[src/rtl/sdram_pkg.sv]
// Shared defaults and request record for the SDRAM request queue.
package sdram_pkg;

   localparam int SDRAM_ADDR_W        = 25;
   localparam int SDRAM_DATA_W        = 8;
   localparam int SDRAM_REQ_DEPTH     = 4;
   localparam int SDRAM_RD_PEND_DEPTH = 4;

   typedef struct packed {
      logic                    we;
      logic [SDRAM_ADDR_W-1:0] addr;
      logic [SDRAM_DATA_W-1:0] wdata;
   } sdram_req_t;

   // Flat width of a request record for non-default address/data widths.
   function automatic int req_width(input int aw, input int dw);
      return 1 + aw + dw;
   endfunction

endpackage

[src/rtl/sdram_sync_fifo.sv]
// Synchronous FIFO with show-ahead head; push+pop at full is accepted and keeps occupancy.
// Zero-latency read of the head entry; a push while full without a pop is dropped.
module sdram_sync_fifo #(
   parameter int WIDTH = 8,
   parameter int DEPTH = 4
) (
   input  logic                   clk,
   input  logic                   rst,
   input  logic                   i_push,
   input  logic                   i_pop,
   input  logic [WIDTH-1:0]       i_dat,
   output logic [WIDTH-1:0]       o_dat,
   output logic                   o_full,
   output logic                   o_empty,
   output logic [$clog2(DEPTH):0] o_count
);

   localparam int AW = $clog2(DEPTH);

   logic [WIDTH-1:0] r_mem [DEPTH];
   logic [AW-1:0]    r_wr_ptr;
   logic [AW-1:0]    r_rd_ptr;
   logic [AW:0]      r_count;
   logic             w_do_push;
   logic             w_do_pop;

   assign o_full    = (r_count == (AW+1)'(DEPTH));
   assign o_empty   = (r_count == '0);
   assign o_count   = r_count;
   assign o_dat     = r_mem[r_rd_ptr];
   assign w_do_pop  = i_pop && !o_empty;
   assign w_do_push = i_push && (!o_full || w_do_pop);

   always_ff @(posedge clk or posedge rst) begin
      if (rst) begin
         r_wr_ptr <= '0;
         r_rd_ptr <= '0;
         r_count  <= '0;
      end else begin
         if (w_do_push) r_wr_ptr <= r_wr_ptr + AW'(1);
         if (w_do_pop)  r_rd_ptr <= r_rd_ptr + AW'(1);
         case ({w_do_push, w_do_pop})
            2'b10:   r_count <= r_count + (AW+1)'(1);
            2'b01:   r_count <= r_count - (AW+1)'(1);
            default: r_count <= r_count;
         endcase
      end
   end

   always_ff @(posedge clk) begin
      if (w_do_push) r_mem[r_wr_ptr] <= i_dat;
   end

endmodule

[src/rtl/sdram_req_queue.sv]
// In-order SDRAM request queue with read-pending tracker; responses 1 cycle after ctl_val, no rsp backpressure.
// SDRAM_REQ_ADDR_ECHO_EN: tracker stores addresses and rsp_addr echoes them; otherwise rsp_addr is 0.
module sdram_req_queue
   import sdram_pkg::*;
#(
   parameter int ADDR_DEPTH    = SDRAM_ADDR_W,
   parameter int DATA_WIDTH    = SDRAM_DATA_W,
   parameter int REQ_DEPTH     = SDRAM_REQ_DEPTH,
   parameter int RD_PEND_DEPTH = SDRAM_RD_PEND_DEPTH
) (
   input  logic                       clk,
   input  logic                       rst,
   input  logic                       req_valid,
   output logic                       req_ready,
   input  logic                       req_we,
   input  logic [ADDR_DEPTH-1:0]      req_addr,
   input  logic [DATA_WIDTH-1:0]      req_wdata,
   output logic                       ctl_wr,
   output logic                       ctl_rd,
   output logic [ADDR_DEPTH-1:0]      ctl_addr,
   output logic [DATA_WIDTH-1:0]      ctl_data_wr,
   input  logic                       ctl_rdy,
   input  logic                       ctl_val,
   input  logic [DATA_WIDTH-1:0]      ctl_data_rd,
   output logic                       rsp_valid,
   output logic [DATA_WIDTH-1:0]      rsp_data,
   output logic [ADDR_DEPTH-1:0]      rsp_addr,
   output logic [$clog2(REQ_DEPTH):0] req_level,
   output logic                       err_unexp_val
);

   localparam int REQ_W  = req_width(ADDR_DEPTH, DATA_WIDTH);
   localparam int PEND_W = $clog2(RD_PEND_DEPTH) + 1;

   // Flat record layout matches sdram_req_t: {we, addr, wdata}.
   logic [REQ_W-1:0]      w_push_dat;
   logic [REQ_W-1:0]      w_head;
   logic                  w_req_full;
   logic                  w_req_empty;
   logic                  w_req_push;
   logic                  w_req_pop;
   logic                  w_rd_issue;
   logic                  w_trk_pop;
   logic                  w_trk_full;
   logic                  w_trk_empty;
   logic                  r_rsp_valid;
   logic [DATA_WIDTH-1:0] r_rsp_data;
   logic                  r_err;

   assign w_push_dat = {req_we, req_addr, req_wdata};
   assign req_ready  = !w_req_full;
   assign w_req_push = req_valid && !w_req_full;

   sdram_sync_fifo #(.WIDTH(REQ_W), .DEPTH(REQ_DEPTH)) u_req_fifo (
      .clk     (clk),
      .rst     (rst),
      .i_push  (w_req_push),
      .i_pop   (w_req_pop),
      .i_dat   (w_push_dat),
      .o_dat   (w_head),
      .o_full  (w_req_full),
      .o_empty (w_req_empty),
      .o_count (req_level)
   );

   assign ctl_addr    = w_head[DATA_WIDTH +: ADDR_DEPTH];
   assign ctl_data_wr = w_head[DATA_WIDTH-1:0];
   assign ctl_wr      = !w_req_empty && w_head[REQ_W-1];
   assign ctl_rd      = !w_req_empty && !w_head[REQ_W-1] && !w_trk_full;
   assign w_req_pop   = ctl_rdy && (ctl_wr || ctl_rd);
   assign w_rd_issue  = ctl_rdy && ctl_rd;
   assign w_trk_pop   = ctl_val && !w_trk_empty;

`ifdef SDRAM_REQ_ADDR_ECHO_EN
   logic [ADDR_DEPTH-1:0] w_trk_addr;
   logic [ADDR_DEPTH-1:0] r_rsp_addr;
   logic [PEND_W-1:0]     w_trk_level_unused;

   sdram_sync_fifo #(.WIDTH(ADDR_DEPTH), .DEPTH(RD_PEND_DEPTH)) u_trk_fifo (
      .clk     (clk),
      .rst     (rst),
      .i_push  (w_rd_issue),
      .i_pop   (w_trk_pop),
      .i_dat   (ctl_addr),
      .o_dat   (w_trk_addr),
      .o_full  (w_trk_full),
      .o_empty (w_trk_empty),
      .o_count (w_trk_level_unused)
   );

   always_ff @(posedge clk or posedge rst) begin
      if (rst)            r_rsp_addr <= '0;
      else if (w_trk_pop) r_rsp_addr <= w_trk_addr;
   end

   assign rsp_addr = r_rsp_addr;
`else
   logic [PEND_W-1:0] r_pend_cnt;

   always_ff @(posedge clk or posedge rst) begin
      if (rst) begin
         r_pend_cnt <= '0;
      end else begin
         case ({w_rd_issue, w_trk_pop})
            2'b10:   r_pend_cnt <= r_pend_cnt + PEND_W'(1);
            2'b01:   r_pend_cnt <= r_pend_cnt - PEND_W'(1);
            default: r_pend_cnt <= r_pend_cnt;
         endcase
      end
   end

   assign w_trk_full  = (r_pend_cnt == PEND_W'(RD_PEND_DEPTH));
   assign w_trk_empty = (r_pend_cnt == '0);
   assign rsp_addr    = '0;
`endif

   // A stray ctl_val only raises the sticky error; it never reaches the response port.
   always_ff @(posedge clk or posedge rst) begin
      if (rst) begin
         r_rsp_valid <= 1'b0;
         r_rsp_data  <= '0;
         r_err       <= 1'b0;
      end else begin
         r_rsp_valid <= w_trk_pop;
         if (w_trk_pop)              r_rsp_data <= ctl_data_rd;
         if (ctl_val && w_trk_empty) r_err      <= 1'b1;
      end
   end

   assign rsp_valid     = r_rsp_valid;
   assign rsp_data      = r_rsp_data;
   assign err_unexp_val = r_err;

endmodule

[config.mk]
export PLATFORM = sky130hd
export DESIGN_NAME = sdram_req_queue
export DESIGN_NICKNAME = d
export VERILOG_FILES = /design/src/rtl/sdram_pkg.sv /design/src/rtl/sdram_sync_fifo.sv /design/src/rtl/sdram_req_queue.sv
export SDC_FILE = /design/constraint.sdc
export NUM_CORES = 1
export LEC_CHECK = 0
export BUFFER_PORTS_ARGS = -buffer_cell sky130_fd_sc_hd__buf_2
export CAP_MARGIN = 40
export CORE_MARGIN = 3
export CORE_UTILIZATION = 59
export DETAILED_ROUTE_END_ITERATION = 6
export PLACE_DENSITY = 0.94
export SLEW_MARGIN = 10
export SYNTH_ARGS = -nofsm -noshare
export SYNTH_HDL_FRONTEND = slang
export SYNTH_HIERARCHICAL = 1
export SYNTH_SLANG_ARGS = --single-unit
export TNS_END_PERCENT = 50
[constraint.sdc]
create_clock -name clk -period 6.4 [get_ports clk]
set_input_delay 0.64 -clock clk [delete_from_list [all_inputs] [get_ports clk]]
set_output_delay 0.64 -clock clk [all_outputs]
set_load 0.01 [all_outputs]
# ---- Word-level counts from Yosys, hierarchy flattened
# Memories as Yosys holds them, arrays and structs flattened.
# Cells that the tools add are included.
dict set report word_totals {
  ff_bits 20
  latchBits 0
  ram_bits 136
  rom_bits 0
  output_inout_bits 74
  word_cells 45
  mem_count 1
}
# memory words word_bits read_ports rd_ports_with_merged_regs write_ports line_no
set memory_table {}
lappend memory_table {u_req_fifo.r_mem 4 34 1 0 1 sdram_sync_fifo.sv:20} ;# logic [WIDTH-1:0] r_mem [DEPTH];
dict set report classes {
  addsub 6
  multipliers 0
  div_mod_pow 0
  n_lt_le_gt_ge 0
  n_eq_ne 6
  n_shift 0
  n_mux 4
  bitwise_logic 0
  reduce_logical 21
}
# cell n
set op_table {}
lappend op_table {{$pmux W3 S2} 2}
lappend op_table {{$logic_and A1 B1 Y1} 10}
lappend op_table {{$add A3 B1 Y3 const B} 2}
lappend op_table {{$eq A3 B3 Y1 const B} 2}
lappend op_table {{$logic_not A3 Y1} 2}
lappend op_table {{$sub A3 B1 Y3 const B} 2}
lappend op_table {{$logic_not A1 Y1} 5}
lappend op_table {{$add A2 B1 Y2 const B} 2}
lappend op_table {{$eq A2 B1 Y1 const B} 2}
lappend op_table {{$eq A2 B2 Y1 const B} 2}
lappend op_table {{$reduce_bool A2 Y1} 2}
lappend op_table {{$logic_or A1 B1 Y1} 2}
lappend op_table {{$mux W1} 2}

# ---- Depth between registers and ports, before layout
# Gate-level depths: netlist of run 1.
dict set report logic_depth {
  ltp_word 11
  mapped_depth 13
}

# ---- By module
# Netlist of run 1, hierarchy kept.
# module instances cells_each area_per_inst_um2 seq_area_each_um2
set modules_own_cells {}
lappend modules_own_cells {sdram_sync_fifo 1 217 5336.4 4259.1}
lappend modules_own_cells {sdram_req_queue 1 72 825.8 325.3}

# ---- Least setup slack after synthesis of run 1
# OpenSTA, ideal clock, no wires.
dict set report synth_path {
  path_kind {reg-to-reg}
  from {register u_req_fifo.r_rd_ptr[0]}
  to {register u_req_fifo.r_count[2], in the netlist u_req_fifo/o_count[2]}
  arrival_ns 2.507
  required_ns 6.321
  path_slack_ns 3.813
  stages_incl_launch_ff 13
  period_less_slack_ns 2.587
  cell_sequence {dfrtp_1 buf_2 mux4_2 inv_1 a311oi_1 o21a_4 inv_1 ha_1 inv_1 fa_1 xor2_1 nor2_1 xor2_1}
}
dict set report synth_between {
  elab_chain_len 11
  elab_cells_between_ends 14
  classes_between {eq/ne: 2; mux: 1; reduce/logical: 10; memory: 1}
}
# item line_no
set synth_rtl {}
lappend synth_rtl {{start: declaration} sdram_sync_fifo.sv:22} ;# logic [AW-1:0] r_rd_ptr;
lappend synth_rtl {{start signal: assignment} sdram_sync_fifo.sv:41} ;# if (w_do_pop) r_rd_ptr <= r_rd_ptr + AW'(1);
lappend synth_rtl {{$mem_v2 Z4 W34 *} n/a}
lappend synth_rtl {{named net w_head[33]} sdram_req_queue.sv:37} ;# logic [REQ_W-1:0] w_head;
lappend synth_rtl {{$logic_not A1 Y1} sdram_req_queue.sv:69} ;# assign ctl_rd = !w_req_empty && !w_head[REQ_W-1] && !w_trk_full;
lappend synth_rtl {{$logic_and A1 B1 Y1 (2 in series)} sdram_req_queue.sv:69}
lappend synth_rtl {{$logic_or A1 B1 Y1 *} sdram_req_queue.sv:70} ;# assign w_req_pop = ctl_rdy && (ctl_wr || ctl_rd);
lappend synth_rtl {{$logic_and A1 B1 Y1 *} sdram_req_queue.sv:70}
lappend synth_rtl {{named net w_req_pop} sdram_req_queue.sv:41} ;# logic w_req_pop;
lappend synth_rtl {{$logic_and A1 B1 Y1 *} sdram_sync_fifo.sv:31} ;# assign w_do_pop = i_pop && !o_empty;
lappend synth_rtl {{$logic_or A1 B1 Y1} sdram_sync_fifo.sv:32} ;# assign w_do_push = i_push && (!o_full || w_do_pop);
lappend synth_rtl {{$logic_and A1 B1 Y1} sdram_sync_fifo.sv:32}
lappend synth_rtl {{$eq A2 B1 Y1 or $eq A2 B2 Y1 (tied branches)} sdram_sync_fifo.sv:42} ;# case ({w_do_push, w_do_pop})
lappend synth_rtl {{$pmux W3 S2 or $reduce_bool A2 Y1 (tied branches)} n/a}
lappend synth_rtl {{end signal: assignment} sdram_sync_fifo.sv:43} ;# 2'b10: r_count <= r_count + (AW+1)'(1);
lappend synth_rtl {{end signal: assignment} sdram_sync_fifo.sv:44} ;# 2'b01: r_count <= r_count - (AW+1)'(1);
lappend synth_rtl {{end signal: assignment} sdram_sync_fifo.sv:45} ;# default: r_count <= r_count;
lappend synth_rtl {{end: declaration} sdram_sync_fifo.sv:23} ;# logic [AW:0] r_count;
# The timed path passes the listed nets; every way through them passes the cells marked *.
# A chain may end at the register's enable or synchronous reset.

# ---- Final worst setup path of run 1
dict set report layout_path {
  from {register u_req_fifo.r_rd_ptr[1]}
  to {register u_req_fifo.r_count[2], in the netlist u_req_fifo/o_count[2]}
}
dict set report layout_between {
  elab_chain_len 11
  elab_cells_between_ends 14
  classes_between {eq/ne: 2; mux: 1; reduce/logical: 10; memory: 1}
}
# item line_no
set layout_rtl {}
lappend layout_rtl {{$mem_v2 Z4 W34 *} n/a}
lappend layout_rtl {{named net w_head[33]} sdram_req_queue.sv:37}
lappend layout_rtl {{$logic_not A1 Y1} sdram_req_queue.sv:69}
lappend layout_rtl {{$logic_and A1 B1 Y1 (2 in series)} sdram_req_queue.sv:69}
lappend layout_rtl {{$logic_or A1 B1 Y1 *} sdram_req_queue.sv:70}
lappend layout_rtl {{$logic_and A1 B1 Y1 *} sdram_req_queue.sv:70}
lappend layout_rtl {{named net w_req_pop} sdram_req_queue.sv:41}
lappend layout_rtl {{$logic_and A1 B1 Y1 *} sdram_sync_fifo.sv:31}
lappend layout_rtl {{named net u_req_fifo.w_do_pop} sdram_sync_fifo.sv:25} ;# logic w_do_pop;
lappend layout_rtl {{$logic_or A1 B1 Y1} sdram_sync_fifo.sv:32}
lappend layout_rtl {{$logic_and A1 B1 Y1} sdram_sync_fifo.sv:32}
lappend layout_rtl {{$eq A2 B1 Y1 or $eq A2 B2 Y1 (tied branches)} sdram_sync_fifo.sv:42}
lappend layout_rtl {{$pmux W3 S2 or $reduce_bool A2 Y1 (tied branches)} n/a}
# Marked as above.

==> flow_summary.yaml, run 1 <==
sta:
  drv_slew: 0
  hold_violations: 0
  setup_tns_ps: 0
  timing.fmax_ghz: 0.300
  slew_headroom_pct: 43.3
  fin_worst_skew_ps: 10.7
  hold_slack_ps: 69.7
  finalCritPeriodShare_pct: 52.1
  worst_pin_slew_ps: 850
  setup_viol: 0
  period_needed_ps: 3330
  rsz0062_at_grt: "no"
floorplan:
  fp.dieW_um: 108
  dieArea_mm2: 0.0117
  initial_core_util_pct: 61.9
  boundaryPins: 121
  core_mm2: 0.00995
  fp.dieH_um: 108
  core.rowCount: 36
cts:
  ctsHtreeMaxLevel: 4
  clkTransAtPathRegs_ps: 60
  clockBufferDepth: 2
  ctsHoldBuffers: 0
  clock_latency_ps: 520
  root_buffer: "clkbuf_8"
  cts_num_sinks: 156
  cts_tree: "yes"
  numCtsBuffers: 17
  cts_resized: 0
  post_cts.repair.setup_buffers: 0
place:
  place_area_mm2: 0.00667
  port-buffer-count: 95
  gp_congestion: 0.747
  hpwl_mm: 6.95
global_route:
  gr-total-overflow: 0
  grt_pass1_wl_mm: 17.1
  grt.total_usage_pct: 20.7
  grt_pass1_vias: 3084
  grt_start_max_net_pins: 36
  antenna_found_initial: 0
layout:
  final_cell_mix: "edfxtp_1, buf_2, mux4_2"
  n_antenna_cell: 0
  multi_input_area_mm2: 0.00136
  final_common_cell: "edfxtp_1"
  final_nets: 453
  syn2layout_area_growth_pct: 18.5
  regArea_mm2: 0.00459
  drive_above_1_share_pct: 44.6
  stdcell_area_mm2: 0.00730
  nFillCells: 578
critical_path:
  critPathArrivalTime_ps: 3760
  regToRegSetupSlack_ps: 3070
  timing.rr.end: "u_req_fifo/o_count[2]"
  endpoint_kind: "register"
  r2r_start: "u_req_fifo/r_rd_ptr[1]"
  critPathMaxFanout: 35
  crit_type: "reg2reg"
  start_kind: "register"
  worstRegToRegCells: 10
  cp.required_ps: 6830
logic_synthesis:
  avgSynthCellArea_um2: 21.3
  synth_cell_types: 29
  synth-seq-cells: 156
  netlist.area_leader.share_pct: 66.3
  synth_cells: 289
  synth_area_leaders: "edfxtp_1, mux4_2, dfrtp_1, buf_4, mux2_4"
  synth_warnings: 6
  synth_top_area_cell: "edfxtp_1"
  synth-seq-area-share_pct: 74.4
  synth_area_mm2: 0.00616
route:
  route.detailed.wl_per_inst_um: 21.0
  drc: 0
  drtAntennaViolNets: 0
  via_per_inst: 5.50
  wl_mm: 11.3
  vias: 2973
  dr.pass1.iters: 4
  drtIter0Drc: 173
pwr:
  p_total_uw: 3520
  leakagePower_uw: 0.00277
  irDropWorstVdd_mv: 0.323
  power_density_mw_per_mm2: 481
outcome:
  outcome: "finished, final reports clean"
hold_path:
  hold_path_class: "in2async"
run:
  maxCapViolations: 0
-- synthesized netlist by cell type (all sizes together) --
cell / instances
a211oi: 1
a21o: 1
a311oi: 1
and2: 4
buf: 33
clkbuf: 1
conb: 1
dfrtp: 20
edfxtp: 136
fa: 2
ha: 6
inv: 16
mux2: 9
mux2i: 2
mux4: 34
nand2: 2
nand2b: 1
nor2: 4
nor2b: 1
nor3: 2
o21a: 1
o31a: 1
or3b: 1
xnor2: 4
xor2: 5
-- per-stage QoR --
stage	setup WS (ps)	cells	util [%]
2_1_floorplan	3810	313	-
3_3_place_gp	3310	508	66.8
3_5_place_dp	3230	509	67.0
4_1_cts	3120	538	72.7
5_1_grt	2860	541	73.4
6_report	3070	541	73.4
-- kinds of logic (layout without fill, tap and decap cells) --
group                    after synthesis  in the layout  synth area share (%)
multiplexers                          45             45                  14.9
XOR/XNOR                               9              9                  1.28
buffers and inverters                 50            145                  5.08
flip-flops                           156            156                  74.4
adder cells (fa/ha/maj)                8              8                  1.87
AO/OA/AOI/OAI                          5              5                 0.812
AND/OR/NAND/NOR                       15             15                  1.56
other                                  1             25                0.0609
-- power by group --
group	internal [uW]	switching, uW	leakage (uW)
Clock	587	363	0.000277
Combinational	520	544	0.00102
Sequential	1360	138	0.00147
Total	2470	1050	0.00277
-- layout make-up --
| cell class | count | share of cell area (%) |
|---|---|---|
| clock buffer | 18 | 5.72 |
| multi-input combinational | 107 | 18.6 |
| clock inverter | 11 | 2.02 |
| tap | 133 | 2.28 |
| inverter | 16 | 0.822 |
| sequential | 156 | 62.8 |
| timing repair buffer | 100 | 7.81 |
-- state kept, by name, indices dropped and copies added (netlist names) --
register             count
u_req_fifo/r_wr_ptr      2
u_req_fifo/r_mem       136
err_unexp_val            1
rsp_valid                1
rsp_data                 8
r_pend_cnt               3
u_req_fifo/o_count       3
u_req_fifo/r_rd_ptr      2
-- layer usage --
layer / global-route usage, % / vias to the layer above / share of wire, %
li1: - / 1293 / -
met1: 28.0 / 1504 / 40
met2: 32.3 / 164 / 52
met3: 6.45 / 12 / 7.5
met4: 7.75 / 0 / 1.3
met5: 0 / - / 0
-- worst max path at each step --
stage / start / to / slack (ps)
after global placement: u_req_fifo/r_rd_ptr[1] / u_req_fifo/r_mem[1][10] / 3310
final: u_req_fifo/r_rd_ptr[1] / u_req_fifo/o_count[2] / 3070
after CTS: u_req_fifo/r_rd_ptr[1] / u_req_fifo/r_mem[3][32] / 3120
after floorplan: u_req_fifo/r_rd_ptr[0] / u_req_fifo/o_count[2] / 3810
after global routing: u_req_fifo/r_rd_ptr[1] / u_req_fifo/o_count[2] / 2860
after detailed placement: u_req_fifo/r_rd_ptr[1] / u_req_fifo/r_mem[3][6] / 3230
-- critical path: stages (launching register included) --
cell	delay [ps]
dfrtp_2	920
mux4_2	380
inv_1	60
a311oi_1	490
o31a_2	290
ha_1	190
inv_1	60
fa_1	370
xor2_1	160
nor2_1	150
xor2_1	170
(Power assumes the default switching activity.)
==> run 2: changes to the inputs <==
--- a/config.mk
+++ b/config.mk
@@ -8,9 +8,9 @@
 export BUFFER_PORTS_ARGS = -buffer_cell sky130_fd_sc_hd__buf_2
 export CAP_MARGIN = 40
 export CORE_MARGIN = 3
-export CORE_UTILIZATION = 59
+export CORE_UTILIZATION = 55
 export DETAILED_ROUTE_END_ITERATION = 6
-export PLACE_DENSITY = 0.94
+export PLACE_DENSITY = 0.89
 export SLEW_MARGIN = 10
 export SYNTH_ARGS = -nofsm -noshare
 export SYNTH_HDL_FRONTEND = slang
==> constraint.sdc (replaced) <==
create_clock -name clk -period 3.32 [get_ports clk]
set_input_delay 0.332 -clock clk [delete_from_list [all_inputs] [get_ports clk]]
set_output_delay 0.332 -clock clk [all_outputs]
set_load 0.01 [all_outputs]
==> run 2 against run 1 <==
  * Sequential power increased by 86%
  * Clock-buffer cell count is 1 lower
  * Global-route usage is 1.5 points lower
  * Sequential share of layout area fell by 1.4 points
  * First-iteration DRC count increased by 10%
  * Largest cell class unchanged
==> flow_summary.yaml, run 2 (synthesized netlist as in run 1, its figures left out) <==
layout:
  final_nets: 470
  n_antenna_cell: 0
  regMostFlops: "u_req_fifo/r_mem"
  nFillCells: 720
  final_core_util_pct: 68.7
  final_cell_mix: "edfxtp_1, buf_2, mux4_2"
  drive_above_1_share_pct: 43.7
  final_common_cell: "edfxtp_1"
  syn2layout_area_growth_pct: 21.3
  largest_reg_flops: 136
critical_path:
  cpLargestDelayFamily: "compound AO/OA/AOI/OAI gates"
  critPathMaxFanout: 3
  crit_type: "reg2reg"
  cp_cell_sequence: "mux4_2 -> inv_1 -> a311oi_1 -> o31a_2 -> ha_1 -> inv_1 -> fa_1 -> xor2_1 -> nor2_1 -> xor2_1"
  cp_slowest_stage_delay_ps: 430
  path_buf_inv: 2
  critPathArrivalTime_ps: 3040
  crit_slowest_cell: "a311oi_1"
  endpoint_kind: "register"
  cp.required_ps: 3770
  start_kind: "register"
sta:
  hold_violations: 0
  period_needed_ps: 2600
  rsz0062_at_grt: "no"
  worst_pin_slew_ps: 683
  finalCritPeriodShare_pct: 78.3
  fin_worst_skew_ps: 8.60
  drv_slew: 0
  setup_viol: 0
  setup_slack_ps: 721
  slew_headroom_pct: 54.5
  timing.fmax_ghz: 0.385
  setup_tns_ps: 0
global_route:
  grt_start_max_net_pins: 36
  antenna_found_initial: 0
  grt_pass1_vias: 3290
  gr-total-overflow: 0
  grt_pass1_wl_mm: 17.8
  grt.total_usage_pct: 19.2
route:
  drtAntennaViolNets: 0
  dr.pass1.iters: 4
  route.detailed.wl_per_inst_um: 19.6
  wl_mm: 11.1
  vias: 2988
  drc: 0
  drtIter0Drc: 191
  via_per_inst: 5.26
floorplan:
  boundaryPins: 121
  core.rowCount: 38
  core_mm2: 0.0109
  dieArea_mm2: 0.0125
  fp.dieW_um: 112
  initial_core_util_pct: 56.6
  fp.dieH_um: 112
hold_path:
  hold_path_class: "in2reg"
pwr:
  power_density_mw_per_mm2: 903
  irDropWorstVdd_mv: 0.549
  p_clk_share_pct: 27.1
  p_comb_share_pct: 31.6
  p_sw_share_pct: 31.1
  p_seq_share_pct: 41.3
  p_int_uw: 4650
  p_sw_uw: 2100
  leakagePower_uw: 0.00283
cts:
  clkTransAtPathRegs_ps: 70
  cts_num_sinks: 156
  cts_resized: 0
  clockBufferDepth: 2
  clock_latency_ps: 530
  root_buffer: "clkbuf_8"
  numCtsBuffers: 17
  ctsHoldBuffers: 16
  post_cts.repair.setup_buffers: 0
  ctsHtreeMaxLevel: 4
  cts_tree: "yes"
place:
  gp_congestion: 0.733
  port-buffer-count: 95
  dp_slack_ps: 755
  hpwl_mm: 6.30
outcome:
  outcome: "finished, final reports clean"
run:
  maxCapViolations: 0
[run 2: final cells by class]
type                       count  area (um2)  area share [%]
tap                          140         175            2.34
clock buffer                  17         414            5.54
timing repair buffer         117         731            9.78
multi-input combinational    107        1360            18.1
inverter                      16        60.1           0.803
sequential                   156        4590            61.4
clock inverter                15         153            2.04
[run 2: power groups by stage]
stage / sequential (uW) / combinational (uW) / clock [uW]
after global placement: 2790 / 2100 / 0
after global routing: 2830 / 2330 / 1930
after detailed placement: 2820 / 2130 / 0
after floorplan: 2800 / 1440 / 0
final: 2790 / 2130 / 1830
after CTS: 2790 / 2170 / 1850
[run 2: path summary, 6_finish.rpt]
check	start	endpoint	slack [ps]	depth (start not counted)
worst max-delay path	u_req_fifo/r_rd_ptr[0]	u_req_fifo/o_count[2]	720	10
worst min-delay path	req_addr[19]	u_req_fifo/r_mem[3][27]	30	1
worst max register to register	u_req_fifo/r_rd_ptr[0]	u_req_fifo/o_count[2]	720	10
worst min register to register	err_unexp_val	err_unexp_val	460	1
max in group asynchronous	rst	r_pend_cnt[0]	2610	3
min in group asynchronous	rst	u_req_fifo/r_wr_ptr[0]	290	3
[run 2: layer usage]
| layer | track usage (%) | wire length [um] | up-vias |
|---|---|---|---|
| met3 | 6.30 | 789 | 17 |
| met4 | 6.81 | 136 | 0 |
| met1 | 23.4 | 4400 | 1514 |
| met5 | 0 | 0 | - |
| met2 | 32.3 | 5820 | 122 |
| li1 | - | - | 1335 |
[run 2: worst reg2reg max path, cell delays in order (launching register included)]
cell and delay [ps]:
dfrtp_2 410, mux4_2 340, inv_1 50, a311oi_1 430, o31a_2 270, ha_1 180, inv_1 60, fa_1 370
xor2_1 150, nor2_1 110, xor2_1 150
[run 2: per-stage QoR]
step | power, uW | instance area (um2) | std cells | hold WS [ps]
finish | 6750 | 7470 | 568 | 27.1
global route | 7090 | 7470 | 568 | 6.81
CTS | 6810 | 7470 | 568 | 0.221
detailed placement | 4950 | 6750 | 520 | 290
global placement | 4880 | 6750 | 520 | 281
floorplan | 4240 | 6250 | 313 | 135
==> run 3: changes to the inputs <==
==> constraint.sdc (replaced) <==
create_clock -name clk -period 2.6 [get_ports clk]
set_input_delay 0.26 -clock clk [delete_from_list [all_inputs] [get_ports clk]]
set_output_delay 0.26 -clock clk [all_outputs]
set_load 0.01 [all_outputs]
==> run 3 against run 2 <==
  * Final cell count rose by 5.6%
  * Utilization grew 3.5 points
  * Combinational power grew 32%
  * Global-route usage grew 0.11 points
  * Flip-flop and latch count did not move
  * Cell area grew 5.1%
  * Sequential power grew 28%
  * Critical path type unchanged
==> flow_summary.yaml, run 3 (synthesized netlist as in run 1, its figures left out) <==
critical_path:
  crit_slowest_cell: "mux4_2"
  cp_slowest_stage_delay_ps: 510
  start_kind: "register"
  endpoint_kind: "register"
  cp_cell_sequence: "mux4_2 -> inv_1 -> a311oi_2 -> o21a_4 -> inv_1 -> ha_1 -> inv_1 -> fa_1 -> xor2_1 -> nor2_1 -> xor2_1"
  critPathMaxFanout: 7
  critPathArrivalTime_ps: 2960
  cp.required_ps: 3040
  cp_common_cell: "inv_1"
  crit_type: "reg2reg"
sta:
  setup_viol: 0
  drv_slew: 0
  period_needed_ps: 2520
  rsz0062_at_grt: "yes"
  finalCritPeriodShare_pct: 97.1
  setup_tns_ps: 0
  hold_slack_ps: 220
  timing.fmax_ghz: 0.396
  hold_violations: 0
  fin_worst_skew_ps: 6.47
  worst_pin_slew_ps: 501
  slew_headroom_pct: 66.6
layout:
  syn2layout_area_growth_pct: 27.5
  n_antenna_cell: 0
  final_nets: 502
  final_cell_mix: "edfxtp_1, buf_2, dlygate4sd3_1"
  drive_above_1_share_pct: 41.5
  largest_reg_flops: 136
  regMostFlops: "u_req_fifo/r_mem"
  final_common_cell: "edfxtp_1"
global_route:
  grt-busiest-layer: "met2"
  grt.total_usage_pct: 19.3
  grt_pass1_vias: 3392
  antenna_found_initial: 0
  gr-total-overflow: 0
  grt_use_met2_pct: 32.2
  grtUsageMet3_pct: 5.22
  grt_use_met1_pct: 24.9
  grt_start_max_net_pins: 36
  grt_pass1_wl_mm: 18.2
pwr:
  leakagePower_uw: 0.00300
  p_total_uw: 8860
  power_density_mw_per_mm2: 1130
  irDropWorstVdd_mv: 0.687
route:
  drc: 0
  drtIter0Drc: 241
  route.detailed.wl_per_inst_um: 19.0
  vias: 3105
  via_per_inst: 5.18
  wl_mm: 11.4
  dr.pass1.iters: 4
  drtAntennaViolNets: 0
outcome:
  outcome: "finished, final reports clean"
cts:
  clock_latency_ps: 520
  cts_tree: "yes"
  clkTransAtPathRegs_ps: 60
  clockBufferDepth: 2
  root_buffer: "clkbuf_8"
  ctsHtreeMaxLevel: 4
  numCtsBuffers: 17
  cts_num_sinks: 156
floorplan:
  initial_core_util_pct: 56.6
  boundaryPins: 121
  fp.dieH_um: 112
  dieArea_mm2: 0.0125
  fp.dieW_um: 112
  core_mm2: 0.0109
  core.rowCount: 38
place:
  hpwl_mm: 6.90
  gp_congestion: 0.723
  port-buffer-count: 95
run:
  maxCapViolations: 0
hold_path:
  hold_path_class: "in2reg"
-- run 3: cell count changes in the layout (fill, tap and decap cells not counted), sizes merged --
cell         delta
bufinv          +2
inv             -1
clkinv          +1
clkinvlp        -2
buf             +4
dlygate4sd3    +28
-- run 3: what timing repair did --
action / CTS / global route
setup buffers: 0 / 0
setup endpoints to repair: 0 / 34
gates resized for setup: 0 / 2
hold endpoints to repair: 165 / 0
hold buffers: 44 / 0
-- run 3: layout make-up --
class	instances	area, um2
flip-flops and latches	156	4590
fillers	656	3030
multi-input cells	107	1360
repair buffers	149	1070
clock buffers	17	414
clock inverters	15	186
well taps	140	175
inverters	16	60.1
-- run 3: worst paths after layout --
path / start / to / slack, ps / depth (start not counted)
max in group asynchronous: rst / rsp_data[1] / 1960 / 3
min reg2reg: err_unexp_val / err_unexp_val / 460 / 1
min: ctl_rdy / r_pend_cnt[0] / 220 / 4
min in group asynchronous: rst / u_req_fifo/r_wr_ptr[1] / 230 / 3
max reg2reg: u_req_fifo/r_rd_ptr[0] / u_req_fifo/o_count[2] / 80 / 11
max: u_req_fifo/r_rd_ptr[0] / u_req_fifo/o_count[2] / 80 / 11
-- run 3: through the flow --
stage                     std cells  utilization, %  worst slack (ps)  instance area, um2
final                           600            72.1              75.5                7850
after global routing            600            72.1             -27.7                7850
after CTS                       600            72.0              8.48                7840
after detailed placement        524            62.5              17.9                6800
after global placement          524            62.5              98.0                6800
after floorplan                 313               -              13.4                6250
-- run 3: critical path: cells and delay by family (launching register included) --
kind            cells  cell delay (ps)
mux                 1              510
buf+inv             3              230
compound gates      2              380
simple gates        1              120
flops               1              380
xor+xnor            2              300
fa+ha+maj           2              540
-- run 3: power breakdown --
group,internal (uW),total (uW),switching [uW]
logic,1370,2820,1450
clock network,1480,2480,995
registers,3350,3570,213
total,6200,8860,2660
-- run 3: per-layer routing --
layer  vias to the layer above  part of all wire, %
li1                       1401                    -
met1                      1543                   40
met2                       139                   52
met3                        22                  6.2
met4                         0                  1.7
met5                         -                    0
